## config.mk

```make
export PLATFORM = sky130hd
export DESIGN_NAME = mux_8_to_1_scanner_flat
export DESIGN_NICKNAME = d
export VERILOG_FILES = /design/src/rtl/mux_8_to_1_scanner_if.sv /design/src/rtl/mux_8_to_1_scanner.sv /design/src/flat_wrapper.sv
export SDC_FILE = /design/constraint.sdc
export NUM_CORES = 1
export LEC_CHECK = 0
export CAP_MARGIN = 20
export CORE_MARGIN = 5
export CORE_UTILIZATION = 45
export CTS_CLUSTER_DIAMETER = 80
export DETAILED_ROUTE_END_ITERATION = 16
export GPL_TIMING_DRIVEN = 0
export MAX_ROUTING_LAYER = met4
export PLACE_DENSITY_LB_ADDON = 0.1
export SYNTH_ARGS = -nofsm -noshare
export SYNTH_HDL_FRONTEND = slang
export SYNTH_SLANG_ARGS = --single-unit
```

## constraint.sdc

```tcl
create_clock -name clk -period 5.2 [get_ports clk]
set_clock_uncertainty 0.1 [all_clocks]
set_input_delay 0.78 -clock clk [delete_from_list [all_inputs] [get_ports clk]]
set_output_delay 0.78 -clock clk [all_outputs]
set_load 0.05 [all_outputs]
```

## src/rtl/mux_8_to_1_scanner_if.sv

```systemverilog
// rtl/mux_8_to_1_scanner_if.sv - lane and output-line handshake bundle for the 8-to-1 scanner
interface mux_8_to_1_scanner_if #(
    parameter int WIDTH = 1
);
    logic [8*WIDTH-1:0] in_data;
    logic [7:0]         in_valid;
    logic [7:0]         in_ack;
    logic [WIDTH-1:0]   out_data;
    logic [2:0]         out_select;
    logic               out_valid;
    logic               out_ready;

    modport master (
        output in_data, in_valid, out_ready,
        input  in_ack, out_data, out_select, out_valid
    );

    modport slave (
        input  in_data, in_valid, out_ready,
        output in_ack, out_data, out_select, out_valid
    );
endinterface

```

## src/rtl/mux_8_to_1_scanner.sv

```systemverilog
// rtl/mux_8_to_1_scanner.sv - round-robin 8-to-1 mux with lane-tagged registered output
module mux_8_to_1_scanner #(
    parameter int WIDTH = 1
) (
    input logic clk,
    input logic reset,
    mux_8_to_1_scanner_if.slave bus
);
    typedef enum logic {
        EMPTY = 1'b0,
        FULL  = 1'b1
    } state_t;

    state_t           state;
    logic [2:0]       ptr;
    logic [WIDTH-1:0] data_q;
    logic [2:0]       select_q;

    logic       load;
    logic       found;
    logic [2:0] lane;

    // First valid lane at or after ptr, wrapping modulo 8.
    always_comb begin
        load  = (state == EMPTY) || bus.out_ready;
        found = 1'b0;
        lane  = ptr;
        for (int i = 0; i < 8; i++) begin
            if (!found && bus.in_valid[ptr + 3'(i)]) begin
                found = 1'b1;
                lane  = ptr + 3'(i);
            end
        end
    end

    assign bus.in_ack     = (load && found && !reset) ? (8'd1 << lane) : 8'd0;
    assign bus.out_valid  = (state == FULL);
    assign bus.out_data   = data_q;
    assign bus.out_select = select_q;

    always_ff @(posedge clk or posedge reset) begin
        if (reset) begin
            state    <= EMPTY;
            ptr      <= 3'd0;
            data_q   <= '0;
            select_q <= 3'd0;
        end else if (load) begin
            if (found) begin
                state    <= FULL;
                data_q   <= bus.in_data[lane*WIDTH +: WIDTH];
                select_q <= lane;
                ptr      <= lane + 3'd1;
            end else begin
                state <= EMPTY;
            end
        end
    end
endmodule

```

## src/flat_wrapper.sv

```systemverilog
// flat-port wrapper written by rule: the top's interface ports become plain ports
module mux_8_to_1_scanner_flat 
#(
    parameter int WIDTH = 1
)
  (clk, reset, bus_in_data, bus_in_valid, bus_out_ready, bus_in_ack, bus_out_data, bus_out_select, bus_out_valid);
  mux_8_to_1_scanner_if #(.WIDTH(WIDTH)) bus_i ();
  input logic clk;
  input logic reset;
  input wire logic [$bits(bus_i.in_data)-1:0] bus_in_data;
  input wire logic [$bits(bus_i.in_valid)-1:0] bus_in_valid;
  input wire logic [$bits(bus_i.out_ready)-1:0] bus_out_ready;
  output wire logic [$bits(bus_i.in_ack)-1:0] bus_in_ack;
  output wire logic [$bits(bus_i.out_data)-1:0] bus_out_data;
  output wire logic [$bits(bus_i.out_select)-1:0] bus_out_select;
  output wire logic [$bits(bus_i.out_valid)-1:0] bus_out_valid;
  assign bus_i.in_data = bus_in_data;
  assign bus_i.in_valid = bus_in_valid;
  assign bus_i.out_ready = bus_out_ready;
  assign bus_in_ack = bus_i.in_ack;
  assign bus_out_data = bus_i.out_data;
  assign bus_out_select = bus_i.out_select;
  assign bus_out_valid = bus_i.out_valid;
  mux_8_to_1_scanner #(.WIDTH(WIDTH)) u_core (.clk(clk), .reset(reset), .bus(bus_i));
endmodule
```

# After elaboration in Yosys (flattened, before gate mapping)
# Cells that the tools add are included.
# totals
reg_bits	8
elab_cells	75
out_inout_bits	13
# op_classes
n_reduce_logical	19
magnitude_cmp	8
addsub	8
muxes	33
shift	2
n_bitwise	1
# ops
cell	count
3-bit by 4-bit < comparator with 1-bit output (second input constant)	8
1-bit binary-select mux with 3-bit select	8
3-bit 2-to-1 mux	7
1-bit 2-to-1 mux	17
3-bit adder (second input constant)	4
1-bit logical AND	9
1-bit logical NOT	8
8-bit 2-to-1 mux	1
8-bit by 4-bit indexed part select with 1-bit output	1
1-bit by 3-bit << shifter with 8-bit output (first input constant)	1
3-bit by 1-bit adder with 3-bit output (second input constant)	2
3-bit by 2-bit adder with 3-bit output (second input constant)	2
2-bit AND reduction	1
1-bit logical OR	1
1-bit inverter	1

# Longest topological paths before layout
# logic_depth
ltp_word	27
depth_mapped	15
depth_no_buf	11

# Worst setup path before layout
# Ideal clock, no wire load.
# synth_timing
path_kind	register -> output
startpoint	reg u_core.ptr[1]
endpoint	out bus_in_ack[6]
t_arrival_ps	4175
required_time_ps	4320
path_buffers	3
path_stages_with_launch	13
slack_ps	145
path_cell_list	dfrtp_1 buf_2 buf_2 inv_1 ha_1 buf_6 mux4_2 mux2_4 a22o_1 or3_4 o211ai_4 nand2_1 nor3_1
# synth_via
elab_chain_len	27
# synth_rtl
element	line	text
start, declared	mux_8_to_1_scanner.sv:15	logic [2:0] ptr;
start signal, assigned	mux_8_to_1_scanner.sv:52	ptr <= lane + 3'd1;
branches (longest 26 deep; another with 3-bit by 1-bit adder with 3-bit output)	n/a	
8-bit 2-to-1 mux *	mux_8_to_1_scanner.sv:36	assign bus.in_ack = (load && found && !reset) ? (8'd1 << lane) : 8'd0;
end, declared	flat_wrapper.sv:13	output wire logic [$bits(bus_i.in_ack)-1:0] bus_in_ack;
# Every way passes the cells marked *. The select of a mux whose other input is x is not followed.

# Worst setup path in the final report
# layout_timing
startpoint	reg u_core.ptr[1]
endpoint	out bus_in_ack[7]
# Same word-level chain as after synthesis.

==> summary.md <==
| Metric | Value |
|---|---|
| Drt total wl | 4550 um |
| Hold endpoint | u_core.bus.out_select[1]$_DFFE_PP0P_ |
| Largest net degree at the start of global routing | 11 |
| DRC | 0 |
| Critical Path RT | 4320 ps |
| # fillers | 329 |
| RR Startpoint | u_core.ptr[1]$_DFFE_PP0P_ |
| Post-synth top flop | dfrtp_1 |
| HP Class | flop to flop |
| Hold Crit Start | u_core.bus.out_select[1]$_DFFE_PP0P_ |
| Post-route cell area | 1970 um^2 |
| Mean Syn Cell Area | 8.38 um^2 |
| Overflow after GRT | 0 |
| Most instantiated cells after synthesis | nand2_1, nor2_1, mux4_2, inv_1, a21oi_1 |
| Ranking of synthesized cells by area | mux4_2, dfrtp_1, mux2i_1 |
| Row cnt | 21 |
| Initial antenna violation count | 0 |
| H-Tree Depth | 1 |
| Gr usage total | 21.1% |
| Crit path launch type | flop |
| Met1 WL | 1890 um |
| Syn nets | 208 |
| CTS sink cnt | 8 |
| Top-area cell type share of the netlist area | 17.3% |
| Reg2Reg Capture Point | u_core.ptr[2]$_DFFE_PP0P_ |
| Final hold vios | 0 |
| Synthesized area | 1560 um^2 |
| Endpoint class of the critical path | output port |
| Setup-failing EPs final | 0 |
| Die ar. | 4740 um^2 |
| Router iterations before antenna repair | 4 |
| Post-DP HPWL | 3660 um |
| Post-synth ARST share | 100% |
| Hold Path Stages | 2 |
| RSZ-0062 raised after global routing | false |
| First-pass GRT wire length | 7490 um |
| Sequential element share of the synthesized area | 12.8% |
| Max FO, Critical Path | 10 |
| Post-synth top area cell | mux4_2 |
| Top Layer Used | met4 |
| Placement Cell Area | 1930 um^2 |
| Cell with the most instances after synthesis | nand2_1 |
| Hold_ws | 386 ps |
| CTS tree | built |
| Slew Viols, Final | 0 |
| Max clock buf depth | 2 |
| Routed WL per cell | 16.9 um |
| Worst Tran Pin Value | 503 ps |
| Reg2reg path depth | 14 |
| Clock-pin slew on the worst setup and hold paths | 50 ps |
| Synth unique cells | 55 |
| Buffers on Ports | 31 |
| Core ar. | 3340 um^2 |
| N_diodes | 0 |
| Synthesis-to-finish area growth | 26.2% |
| F_max | 198 MHz |
| Final worst slack | 153 ps |
| Yosys warns | 0 |
| Root Buffer Master | clkbuf_4 |
| Worst skew pair latency | 250 ps |
| Via density | 6.16 |
| Pre-CTS setup slack | -234 ps |
| Initial drt markers | 106 |
| Top Ports | 32 |
| Met2 routed WL | 2260 um |
| Arrival time at the worst endpoint | 4170 ps |
| Die width | 68.9 um |
| Initial Util | 46.7% |
| Total CTS buffers | 3 |
| Via count of the first global-routing pass | 1,634 |
| MaxCap Viol Count | 0 |
| Crit Path Class | flop to output port |
| Routed wl met3 | 275 um |
| Min Tclk post-route | 5050 ps |
| Placer Congestion | 0.921 |
| R2R Setup Slk | 1020 ps |
| Post-synth EDFFs | 0 |
| Fin crit share | 97.1% |
| Share of layout cells above drive strength 1 | 22.8% |
| Routed Antenna Nets | 0 |
| Flops & latches, synth | 8 |
| Max-slew headroom | 66.3% |
| Status | completed |
| Post-Syn Instances | 186 |
| Nets@finish | 248 |
| Chip Height | 68.9 um |
| Vias | 1,664 |
## how the worst max path moves through the flow
stage | startpoint | end | cells after the start
after global routing | u_core.ptr[1]$_DFFE_PP0P_ | bus_in_ack[7] | 15
final | u_core.ptr[1]$_DFFE_PP0P_ | bus_in_ack[7] | 15
after floorplan | u_core.ptr[1]$_DFFE_PP0P_ | bus_in_ack[6] | 12
after global placement | u_core.ptr[1]$_DFFE_PP0P_ | bus_in_ack[7] | 14
after detailed placement | u_core.ptr[1]$_DFFE_PP0P_ | bus_in_ack[7] | 14
after CTS | u_core.ptr[1]$_DFFE_PP0P_ | bus_in_ack[3] | 16
## sequential cells by signal, summed over array words and instances, names as in the netlist
name                   cells
u_core.bus.out_data        1
u_core.bus.out_select      3
u_core.bus.out_valid       1
u_core.ptr                 3
## cells in the final DEF (no fill, tap or decap), types with 2 or more instances in the layout
| cell type | netlist | final |
|---|---|---|
| mux2_2 | 4 | 4 |
| a31oi_1 | 2 | 2 |
| or3_1 | 2 | 2 |
| clkbuf_1 | 4 | 4 |
| a211oi_2 | 2 | 2 |
| o221ai_1 | 4 | 4 |
| nor2_1 | 18 | 18 |
| ha_1 | 3 | 3 |
| nand4_1 | 2 | 2 |
| a21oi_1 | 9 | 9 |
| buf_6 | 2 | 3 |
| mux2i_1 | 8 | 6 |
| nand2b_1 | 2 | 2 |
| mux4_2 | 12 | 12 |
| nand3_1 | 4 | 4 |
| buf_4 | 2 | 6 |
| or2_1 | 3 | 3 |
| and2_1 | 5 | 5 |
| a32oi_1 | 3 | 3 |
| inv_1 | 11 | 11 |
| buf_2 | 3 | 5 |
| clkbuf_2 | 0 | 3 |
| dfrtp_1 | 8 | 8 |
| o21ai_1 | 5 | 5 |
| nor3_1 | 3 | 3 |
| o211ai_1 | 4 | 4 |
| and3_1 | 2 | 2 |
| clkdlybuf4s50_1 | 0 | 23 |
| o21ai_0 | 7 | 7 |
| xor2_1 | 3 | 3 |
| a22oi_1 | 3 | 3 |
| xnor2_1 | 2 | 2 |
| nand2_1 | 19 | 19 |
| nor2b_1 | 2 | 2 |
| clkbuf_4 | 0 | 5 |
## critical path, stage by stage, from the launching register on
cell and delay (ps):
dfrtp_1 350, clkbuf_4 210, buf_6 170, inv_1 100, ha_1 340, buf_6 180
mux4_2 600, mux2_4 310, a22o_1 230, or3_4 390, o211ai_4 300, buf_4 170
nor2_1 40, ha_1 180, and2_1 120, buf_2 200
## layer usage
metal | global-route usage [%] | up-vias
met5 | - | -
met4 | 6.81 | 0
met2 | 37.1 | 71
met1 | 25.4 | 785
li1 | - | 792
met3 | 1.94 | 16
## stage by stage
step	instances	utilization (%)	TNS, ps
2_1_floorplan	186	-	0
6_report	270	58.9	0
5_1_grt	270	58.9	0
4_1_cts	267	58.9	0
3_5_place_dp	263	57.7	-1140
3_3_place_gp	263	57.7	-792
## cells by family (layout without fill, tap and decap cells)
logic type               count (synthesis)  after routing  synth area share, %
multiplexers                            26             26                 27.0
adder cells (fa/ha/maj)                  3              3                 2.41
flip-flops                               8              8                 12.8
buffers and inverters                   23             61                 7.22
XOR/XNOR                                 5              5                 2.81
AO/OA/AOI/OAI                           53             53                 25.9
AND/OR/NAND/NOR                         68             68                 21.7
## repair_timing
item                                    in CTS  in global routing
pin swaps                                    1                  2
resized for setup                           21                 21
hold buffers                                 0                  0
setup buffers                                1                  3
endpoints found under the setup margin       8                  8
## final cells by class
cell class | instances | area (um^2) | area share (%)
multi-input combinational | 155 | 1260 | 64.2
timing repair buffer | 35 | 303 | 15.4
sequential | 8 | 200 | 10.2
buffer | 11 | 76.3 | 3.88
tap | 46 | 57.6 | 2.93
inverter | 12 | 45.0 | 2.29
clock buffer | 3 | 22.5 | 1.15
Power is not shown: default switching activity piles up to over one toggle a cycle in this logic, so the estimate is an artifact.
